### config.mk
export PLATFORM = sky130hd
export DESIGN_NAME = pipeline_hazard_ctrl_flat
export DESIGN_NICKNAME = d
export VERILOG_FILES = /design/src/rtl/pipeline_hazard_ctrl_if.sv /design/src/rtl/pipeline_hazard_ctrl.sv /design/src/flat_wrapper.sv
export SDC_FILE = /design/constraint.sdc
export NUM_CORES = 1
export LEC_CHECK = 0
export CAP_MARGIN = 15
export CORE_MARGIN = 2
export CORE_UTILIZATION = 47
export CTS_BUF_LIST = sky130_fd_sc_hd__clkbuf_2
export CTS_CLUSTER_DIAMETER = 120
export CTS_CLUSTER_SIZE = 25
export DETAILED_ROUTE_END_ITERATION = 8
export GPL_ROUTABILITY_DRIVEN = 0
export PLACE_DENSITY = 0.95
export SLEW_MARGIN = 30
export SYNTH_ARGS = -nofsm -noshare
export SYNTH_HDL_FRONTEND = slang
export SYNTH_SLANG_ARGS = --single-unit
### constraint.sdc
create_clock -name clk -period 3.15 [get_ports clk]
set_clock_uncertainty 0.1 [all_clocks]
set_input_delay 0.63 -clock clk [delete_from_list [all_inputs] [get_ports clk]]
set_output_delay 0.63 -clock clk [all_outputs]
set_load 0.01 [all_outputs]
### src/rtl/pipeline_hazard_ctrl_if.sv
// Hazard controller bus: pipeline status in, stall/flush controls out.
// master = pipeline side, slave = hazard controller.
interface pipeline_hazard_ctrl_if #(
    parameter int PC_W  = 7,
    parameter int REG_W = 5,
    parameter int CNT_W = 16
);
    logic [REG_W-1:0] id_rs;
    logic [REG_W-1:0] id_rt;
    logic             id_uses_rt;
    logic             ex_mem_read;
    logic [REG_W-1:0] ex_dst;
    logic             m_branch;
    logic             m_zero;
    logic [PC_W-1:0]  m_pc_branch;
    logic             m_mem_req;
    logic             mem_ready;

    logic             pc_write;
    logic             pc_src;
    logic [PC_W-1:0]  pc_target;
    logic             if_id_write;
    logic             if_id_flush;
    logic             id_ex_write;
    logic             id_ex_bubble;
    logic             ex_m_write;
    logic             ex_m_bubble;
    logic             m_wb_bubble;
    logic             mem_err;
    logic [CNT_W-1:0] stall_cnt;
    logic [CNT_W-1:0] flush_cnt;

    modport master (
        output id_rs, id_rt, id_uses_rt, ex_mem_read, ex_dst,
        output m_branch, m_zero, m_pc_branch, m_mem_req, mem_ready,
        input  pc_write, pc_src, pc_target, if_id_write, if_id_flush,
        input  id_ex_write, id_ex_bubble, ex_m_write, ex_m_bubble,
        input  m_wb_bubble, mem_err, stall_cnt, flush_cnt
    );

    modport slave (
        input  id_rs, id_rt, id_uses_rt, ex_mem_read, ex_dst,
        input  m_branch, m_zero, m_pc_branch, m_mem_req, mem_ready,
        output pc_write, pc_src, pc_target, if_id_write, if_id_flush,
        output id_ex_write, id_ex_bubble, ex_m_write, ex_m_bubble,
        output m_wb_bubble, mem_err, stall_cnt, flush_cnt
    );
endinterface

### src/rtl/pipeline_hazard_ctrl.sv
// Stall/flush sequencer for the 5-stage pipeline.
// Priority: memory wait > taken branch > load-use.
module pipeline_hazard_ctrl #(
    parameter int PC_W        = 7,
    parameter int REG_W       = 5,
    parameter int CNT_W       = 16,
    parameter int MEM_TIMEOUT = 15
) (
    input logic                  clk,
    input logic                  rst,
    pipeline_hazard_ctrl_if.slave bus
);

    localparam int WAIT_W = $clog2(MEM_TIMEOUT + 1);
    localparam logic [WAIT_W-1:0] WAIT_MAX = WAIT_W'(MEM_TIMEOUT);

    typedef enum logic {
        RUN,
        MEM_WAIT
    } state_t;

    state_t            state_q, state_d;
    logic [WAIT_W-1:0] wait_cnt_q, wait_cnt_d;
    logic [CNT_W-1:0]  stall_cnt_q, stall_cnt_d;
    logic [CNT_W-1:0]  flush_cnt_q, flush_cnt_d;
    logic              mem_err_q, mem_err_d;

    logic lu, br, mw;
    logic freeze, do_br, do_lu;
    logic stall_inc, flush_inc;

    // Raw hazard conditions from the stage status.
    always_comb begin
        lu = bus.ex_mem_read
           & (bus.ex_dst != REG_W'(0))
           & ((bus.ex_dst == bus.id_rs)
              | (bus.id_uses_rt & (bus.ex_dst == bus.id_rt)));
        br = bus.m_branch & bus.m_zero;
        mw = bus.m_mem_req & ~bus.mem_ready;
    end

    // Next-state and action selection; reset forces idle actions.
    always_comb begin
        state_d    = state_q;
        wait_cnt_d = wait_cnt_q;
        mem_err_d  = mem_err_q;
        freeze     = 1'b0;
        do_br      = 1'b0;
        do_lu      = 1'b0;
        stall_inc  = 1'b0;
        flush_inc  = 1'b0;
        if (!rst) begin
            unique case (state_q)
                RUN: begin
                    if (mw) begin
                        freeze     = 1'b1;
                        wait_cnt_d = WAIT_W'(1);
                        stall_inc  = 1'b1;
                        state_d    = MEM_WAIT;
                    end else if (br) begin
                        do_br     = 1'b1;
                        flush_inc = 1'b1;
                    end else if (lu) begin
                        do_lu     = 1'b1;
                        stall_inc = 1'b1;
                    end
                end
                MEM_WAIT: begin
                    // A dropped request counts as completion.
                    if (!mw) begin
                        state_d = RUN;
                    end else if (wait_cnt_q == WAIT_MAX) begin
                        mem_err_d = 1'b1;
                        state_d   = RUN;
                    end else begin
                        freeze     = 1'b1;
                        wait_cnt_d = wait_cnt_q + WAIT_W'(1);
                        stall_inc  = 1'b1;
                    end
                end
                default: state_d = RUN;
            endcase
        end
    end

    // Saturating statistics counters.
    always_comb begin
        stall_cnt_d = stall_cnt_q;
        flush_cnt_d = flush_cnt_q;
        if (stall_inc && (stall_cnt_q != '1)) begin
            stall_cnt_d = stall_cnt_q + CNT_W'(1);
        end
        if (flush_inc && (flush_cnt_q != '1)) begin
            flush_cnt_d = flush_cnt_q + CNT_W'(1);
        end
    end

    // State, wait counter, statistics and sticky error.
    always_ff @(posedge clk) begin
        if (rst) begin
            state_q     <= RUN;
            wait_cnt_q  <= '0;
            stall_cnt_q <= '0;
            flush_cnt_q <= '0;
            mem_err_q   <= 1'b0;
        end else begin
            state_q     <= state_d;
            wait_cnt_q  <= wait_cnt_d;
            stall_cnt_q <= stall_cnt_d;
            flush_cnt_q <= flush_cnt_d;
            mem_err_q   <= mem_err_d;
        end
    end

    assign bus.pc_write     = ~(freeze | do_lu);
    assign bus.pc_src       = do_br;
    assign bus.pc_target    = do_br ? bus.m_pc_branch : PC_W'(0);
    assign bus.if_id_write  = ~(freeze | do_lu);
    assign bus.if_id_flush  = do_br;
    assign bus.id_ex_write  = ~freeze;
    assign bus.id_ex_bubble = do_br | do_lu;
    assign bus.ex_m_write   = ~freeze;
    assign bus.ex_m_bubble  = do_br;
    assign bus.m_wb_bubble  = freeze;
    assign bus.mem_err      = mem_err_q;
    assign bus.stall_cnt    = stall_cnt_q;
    assign bus.flush_cnt    = flush_cnt_q;

endmodule

### src/flat_wrapper.sv
// flat-port wrapper written by rule: the top's interface ports become plain ports
module pipeline_hazard_ctrl_flat 
#(
    parameter int PC_W        = 7,
    parameter int REG_W       = 5,
    parameter int CNT_W       = 16,
    parameter int MEM_TIMEOUT = 15
)
  (clk, rst, bus_id_rs, bus_id_rt, bus_id_uses_rt, bus_ex_mem_read, bus_ex_dst, bus_m_branch, bus_m_zero, bus_m_pc_branch, bus_m_mem_req, bus_mem_ready, bus_pc_write, bus_pc_src, bus_pc_target, bus_if_id_write, bus_if_id_flush, bus_id_ex_write, bus_id_ex_bubble, bus_ex_m_write, bus_ex_m_bubble, bus_m_wb_bubble, bus_mem_err, bus_stall_cnt, bus_flush_cnt);
  pipeline_hazard_ctrl_if #(.PC_W(PC_W), .REG_W(REG_W), .CNT_W(CNT_W)) bus_i ();
  input logic clk;
  input logic rst;
  input wire logic [$bits(bus_i.id_rs)-1:0] bus_id_rs;
  input wire logic [$bits(bus_i.id_rt)-1:0] bus_id_rt;
  input wire logic [$bits(bus_i.id_uses_rt)-1:0] bus_id_uses_rt;
  input wire logic [$bits(bus_i.ex_mem_read)-1:0] bus_ex_mem_read;
  input wire logic [$bits(bus_i.ex_dst)-1:0] bus_ex_dst;
  input wire logic [$bits(bus_i.m_branch)-1:0] bus_m_branch;
  input wire logic [$bits(bus_i.m_zero)-1:0] bus_m_zero;
  input wire logic [$bits(bus_i.m_pc_branch)-1:0] bus_m_pc_branch;
  input wire logic [$bits(bus_i.m_mem_req)-1:0] bus_m_mem_req;
  input wire logic [$bits(bus_i.mem_ready)-1:0] bus_mem_ready;
  output wire logic [$bits(bus_i.pc_write)-1:0] bus_pc_write;
  output wire logic [$bits(bus_i.pc_src)-1:0] bus_pc_src;
  output wire logic [$bits(bus_i.pc_target)-1:0] bus_pc_target;
  output wire logic [$bits(bus_i.if_id_write)-1:0] bus_if_id_write;
  output wire logic [$bits(bus_i.if_id_flush)-1:0] bus_if_id_flush;
  output wire logic [$bits(bus_i.id_ex_write)-1:0] bus_id_ex_write;
  output wire logic [$bits(bus_i.id_ex_bubble)-1:0] bus_id_ex_bubble;
  output wire logic [$bits(bus_i.ex_m_write)-1:0] bus_ex_m_write;
  output wire logic [$bits(bus_i.ex_m_bubble)-1:0] bus_ex_m_bubble;
  output wire logic [$bits(bus_i.m_wb_bubble)-1:0] bus_m_wb_bubble;
  output wire logic [$bits(bus_i.mem_err)-1:0] bus_mem_err;
  output wire logic [$bits(bus_i.stall_cnt)-1:0] bus_stall_cnt;
  output wire logic [$bits(bus_i.flush_cnt)-1:0] bus_flush_cnt;
  assign bus_i.id_rs = bus_id_rs;
  assign bus_i.id_rt = bus_id_rt;
  assign bus_i.id_uses_rt = bus_id_uses_rt;
  assign bus_i.ex_mem_read = bus_ex_mem_read;
  assign bus_i.ex_dst = bus_ex_dst;
  assign bus_i.m_branch = bus_m_branch;
  assign bus_i.m_zero = bus_m_zero;
  assign bus_i.m_pc_branch = bus_m_pc_branch;
  assign bus_i.m_mem_req = bus_m_mem_req;
  assign bus_i.mem_ready = bus_mem_ready;
  assign bus_pc_write = bus_i.pc_write;
  assign bus_pc_src = bus_i.pc_src;
  assign bus_pc_target = bus_i.pc_target;
  assign bus_if_id_write = bus_i.if_id_write;
  assign bus_if_id_flush = bus_i.if_id_flush;
  assign bus_id_ex_write = bus_i.id_ex_write;
  assign bus_id_ex_bubble = bus_i.id_ex_bubble;
  assign bus_ex_m_write = bus_i.ex_m_write;
  assign bus_ex_m_bubble = bus_i.ex_m_bubble;
  assign bus_m_wb_bubble = bus_i.m_wb_bubble;
  assign bus_mem_err = bus_i.mem_err;
  assign bus_stall_cnt = bus_i.stall_cnt;
  assign bus_flush_cnt = bus_i.flush_cnt;
  pipeline_hazard_ctrl #(.PC_W(PC_W), .REG_W(REG_W), .CNT_W(CNT_W), .MEM_TIMEOUT(MEM_TIMEOUT)) u_core (.clk(clk), .rst(rst), .bus(bus_i));
endmodule
# == Word-level counts from Yosys, hierarchy flattened ==
# Index checks and enable logic that the tools add are counted.
# totals
wordCells,55
input_bits,30
output_inout_bits,49
register_bits,38
# classes
eq_ne,8
reduce_logical,5
n_mux,22
n_bitwise,12
n_addsub,3
# op_table
cell,n
$add 16x1->16 const B,2
$ne 16x16->1 const B,2
$mux 1,15
$mux 4,3
$eq 5x5->1,2
$pmux 4 s2,1
$mux 7,1
$reduce_and 3->1,2
$and 1x1->1,5
$reduce_bool 5->1,1
$add 4x1->4 const B,1
$eq 4x4->1 const B,1
$ne 2x2->1 const B,2
$not 1->1,4
$pmux 1 s2,2
$or 1x1->1,3
$logic_and 1x1->1,2
$ne 2x1->1 const B,1

# == Logic depth before layout (Yosys ltp) ==
# depth
ltp_word,11
mapped_depth,9
mapped_depth_nobuf,7

# == Least setup slack after synthesis ==
# Ideal clock, no wire load.
# synth_timing
kind,input-to-output
from,input bus_ex_dst[0]
to,output bus_pc_write
cell_stages,5
setup_slack_ns,0.629
arrival_ns,1.791
n_path_buf,1
t_required_ns,2.420
path_cell_list,or4_4 -> nor2_4 -> nor2_1 -> a21oi_2 -> buf_4
# synth_between
elab_chain_len,11
word_cells_on_any_way,14
# synth_lines
element,line_no,rtl
"start, declared",flat_wrapper.sv:17,input wire logic [$bits(bus_i.ex_dst)-1:0] bus_ex_dst;
$eq 5x5->1,pipeline_hazard_ctrl.sv:37,| (bus.id_uses_rt & (bus.ex_dst == bus.id_rt)));
$and 1x1->1,pipeline_hazard_ctrl.sv:37,
$or 1x1->1,pipeline_hazard_ctrl.sv:37,
$and 1x1->1 (*),pipeline_hazard_ctrl.sv:36,& ((bus.ex_dst == bus.id_rs)
$mux 1 (*),pipeline_hazard_ctrl.sv:63,end else if (lu) begin
$mux 1 (*),pipeline_hazard_ctrl.sv:60,end else if (br) begin
$mux 1 (*),pipeline_hazard_ctrl.sv:55,if (mw) begin
$mux 1 (*),pipeline_hazard_ctrl.sv:53,unique case (state_q)
$mux 1 (*),pipeline_hazard_ctrl.sv:52,if (!rst) begin
$or 1x1->1 (*),--,
$not 1->1 (*),--,
"end, declared",flat_wrapper.sv:23,output wire logic [$bits(bus_i.pc_write)-1:0] bus_pc_write;
# Every way passes the cells marked *; elsewhere a longest branch is shown, timed or not.

# == Worst setup path in the final report ==
# layout_timing
from,input rst
to,output bus_pc_target[3]
# layout_between
elab_chain_len,2
# layout_lines
element,line_no,rtl
"start, declared",flat_wrapper.sv:12,input logic rst;
$mux 1,pipeline_hazard_ctrl.sv:52,
$mux 7,pipeline_hazard_ctrl.sv:117,assign bus.pc_target = do_br ? bus.m_pc_branch : PC_W'(0);
"end, declared",flat_wrapper.sv:25,output wire logic [$bits(bus_i.pc_target)-1:0] bus_pc_target;
# Every way passes these cells.

==> results.rst <==
.. list-table::
   :header-rows: 1

   * - Metric
     - Value
   * - Cell Count Post-Placement
     - between 300 and 400
   * - Site Rows
     - 24
   * - Total number of H-tree levels
     - 2
   * - Yosys Warn Count
     - 0
   * - CTS Buffer Depth
     - 2
   * - Synth Net Count
     - 276
   * - Count of cell types in the netlist
     - 45
   * - Number of enable-type register cells in the synthesized netlist
     - 0
   * - Number of vias after detailed routing
     - 2144
   * - Clock latency reported for the late side of the worst-skew pair
     - 0.39 ns
   * - Die extent in x
     - ~70 um
   * - Static leakage power
     - 1.041 nW
   * - Number of failing hold endpoints at the final stage
     - 0
   * - Path type of the worst setup path
     - in -> out
   * - Total Die Area
     - 4936 um2
   * - Biggest area contributors in the synthesized netlist
     - dfxtp_1 (37%), xnor2_1 (5.1%), xor2_1 (5.1%)
   * - CTS clk-pin slew, worst paths
     - between 0.15 and 0.2 ns
   * - Nature of the critical path endpoint
     - output port
   * - Cell area after synthesis
     - 2063 um2
   * - Total routing resource utilization after global routing
     - 0.2168
   * - Drt first pass iters
     - 4
   * - Top_reg_cell synth
     - dfxtp_1
   * - Remaining antenna violation count after routing
     - 0
   * - Worst min-delay path category
     - reg -> reg
   * - Wire length of the first global-routing pass
     - 8721 um
   * - FFs w/ async S/R, synth
     - 0
   * - Maximum clock rate
     - 0.3243 GHz
   * - Fraction of final layout cells sized beyond drive strength 1
     - 0.09394
   * - Residual DRC
     - 0
   * - DRT Wirelength
     - 5339 um
   * - Number of cells in the finished layout apart from fillers
     - 382
   * - TritonCTS clock tree
     - yes
   * - Average footprint of a synthesized cell
     - 8.491 um2
   * - Commonest cells in the netlist
     - dfxtp_1 (38), nor2_1 (22), a21oi_1 (18)
   * - Number of input and output port buffers inserted
     - 78
   * - Highest fanout seen on the critical path
     - 10
   * - Initial cell density of the core
     - 0.4805
   * - Vertical die dimension
     - 70.26 um
   * - Gate Count Post-Synth
     - 243
   * - Setup-failing EPs final
     - 0
   * - Number of sinks on the clock net
     - 38
   * - WP data arrival
     - 2.35 ns
   * - Final standard cell utilization of the core
     - 0.6911
   * - Maximum number of pins on one net before global-route repair
     - 25
   * - Type of origin of the critical path
     - input pin
   * - Power per unit of standard cell area
     - 278.9 nW/um2
   * - Fraction of post-synthesis cell area in the top cell type by area
     - 0.3687
   * - Run status
     - finished clean
   * - Number of global-route vias before repair
     - 2001
   * - Max-slew headroom at the worst pin
     - 0.8074
   * - Post-synthesis sequential element count
     - 38
   * - Layout-stage area growth over the synthesis result
     - 43.84%
   * - Routed vias/inst
     - 5.613
   * - Count of pins over their slew limit
     - 0
   * - Average wire length per cell after detail routing
     - 13.98 um
   * - Initial DRC count
     - ~110
   * - Core Region
     - 4294 um2
   * - Clock root buffer master
     - clkbuf_2
   * - Net count reported at finish
     - 362
   * - Number of antenna violations at the first check in global routing
     - 0
   * - Unrepaired setup endpoints after global routing
     - true
   * - Total inserted antenna cells
     - 0
   * - Worst-case vdd ir drop
     - 0.1696 mV
   * - Most common cell in the netlist
     - dfxtp_1
   * - Num CTS Buffers
     - 5
   * - Sequential area share after synthesis
     - 0.3687
   * - IO Pins
     - 79
   * - Global route total overflow
     - 0
   * - Clock period minus final worst setup slack
     - between 3 and 4 ns
   * - Max-capacitance violation count
     - 0
   * - Crit path required time
     - 2.42 ns
   * - Part of the cycle the worst path needs
     - 0.9788
   * - Half-perimeter wire length after detailed placement
     - a little over 4000 um
   * - Slew at the pin closest to its max-slew limit
     - 0.2885 ns
   * - Leading area contributor after synthesis
     - dfxtp_1
==> state kept, by name, indices dropped and copies added (netlist names) <==
register	count
u_core.state_q	1
u_core.bus.flush_cnt	16
u_core.wait_cnt_q	4
u_core.bus.mem_err	1
u_core.bus.stall_cnt	16
==> per-stage QoR <==
stage                     setup TNS (ns)  instance area, um2  hold slack (ns)  total power, mW  setup WS [ns]
after floorplan                        0                2063           0.3876           0.5535         0.6292
after global placement           -0.4062                2915           0.3676           0.6194        -0.1587
after detailed placement         -0.5116                2915           0.3685           0.6231        -0.2031
after CTS                              0                2950           0.4183           0.8316        0.02814
after global routing            -0.01052                2968           0.4542           0.8607       -0.01052
final                                  0                2968           0.4144           0.8278        0.06678
==> kinds of logic after synthesis <==
kind of cell             after synthesis  share of synthesized area
AND/OR/NAND/NOR                      111                     0.3093
multiplexers                           2                   0.009703
AO/OA/AOI/OAI                         50                     0.1480
buffers and inverters                 15                    0.04426
adder cells (fa/ha/maj)                3                    0.01819
flip-flops                            38                     0.3687
XOR/XNOR                              24                     0.1019
==> critical path, stage by stage <==
cell and delay, ns:
clkdlybuf4s50_1 0.49, nor4_2 0.34, buf_4 0.21, and2_1 0.14, clkdlybuf4s50_1 0.53
==> power by group <==
group	internal, mW	switching, mW
logic	0.0728	0.0509
clock network	0.0546	0.159
registers	0.485	0.00560
==> metal layers <==
metal,GRT usage,up-vias,part of all wire
li1,-,1054,-
met1,0.2547,997,0.42
met2,0.3816,83,0.50
met3,0.04906,10,0.063
met4,0.08120,0,0.016
met5,0,-,0
==> placed cells by master (no fill, tap or decap), types with 12 or more instances in the layout <==
master            n
clkdlybuf4s50_1  75
dfxtp_1          38
nor2_1           22
a21oi_1          18
nand2_1          15
nand4_1          14
or3_1            14
buf_4            14
nand3_1          13
xnor2_1          12
xor2_1           12
==> timing repair <==
item | CTS | global route
hold buffers | 0 | 0
setup buffers | 0 | 2
pin swaps | 0 | 0
gates cloned | 0 | 0
resized for setup | 3 | 2
hold endpoints to repair | 0 | 0
endpoints found under the setup margin | 3 | 8
==> area by class of cell <==
cell class / count / area [um2]
tap: 52 / 65.06
fill: 350 / 1326
timing repair buffer: 92 / 884.6
clock buffer: 6 / 30.03
inverter: 2 / 7.507
sequential: 38 / 760.7
multi-input combinational: 190 / 1211
clock inverter: 2 / 8.758
==> worst paths after layout <==
path,cells past startpoint,slack [ns],from,endpoint
setup reg to reg,9,0.73,u_core.wait_cnt_q[0],u_core.bus.stall_cnt[10]
hold reg to reg,2,0.41,u_core.bus.flush_cnt[12],u_core.bus.flush_cnt[12]
setup / recovery,5,0.07,rst,bus_pc_target[3]
hold / removal,2,0.41,u_core.bus.flush_cnt[12],u_core.bus.flush_cnt[12]
Power figures use the tool's default switching activity.
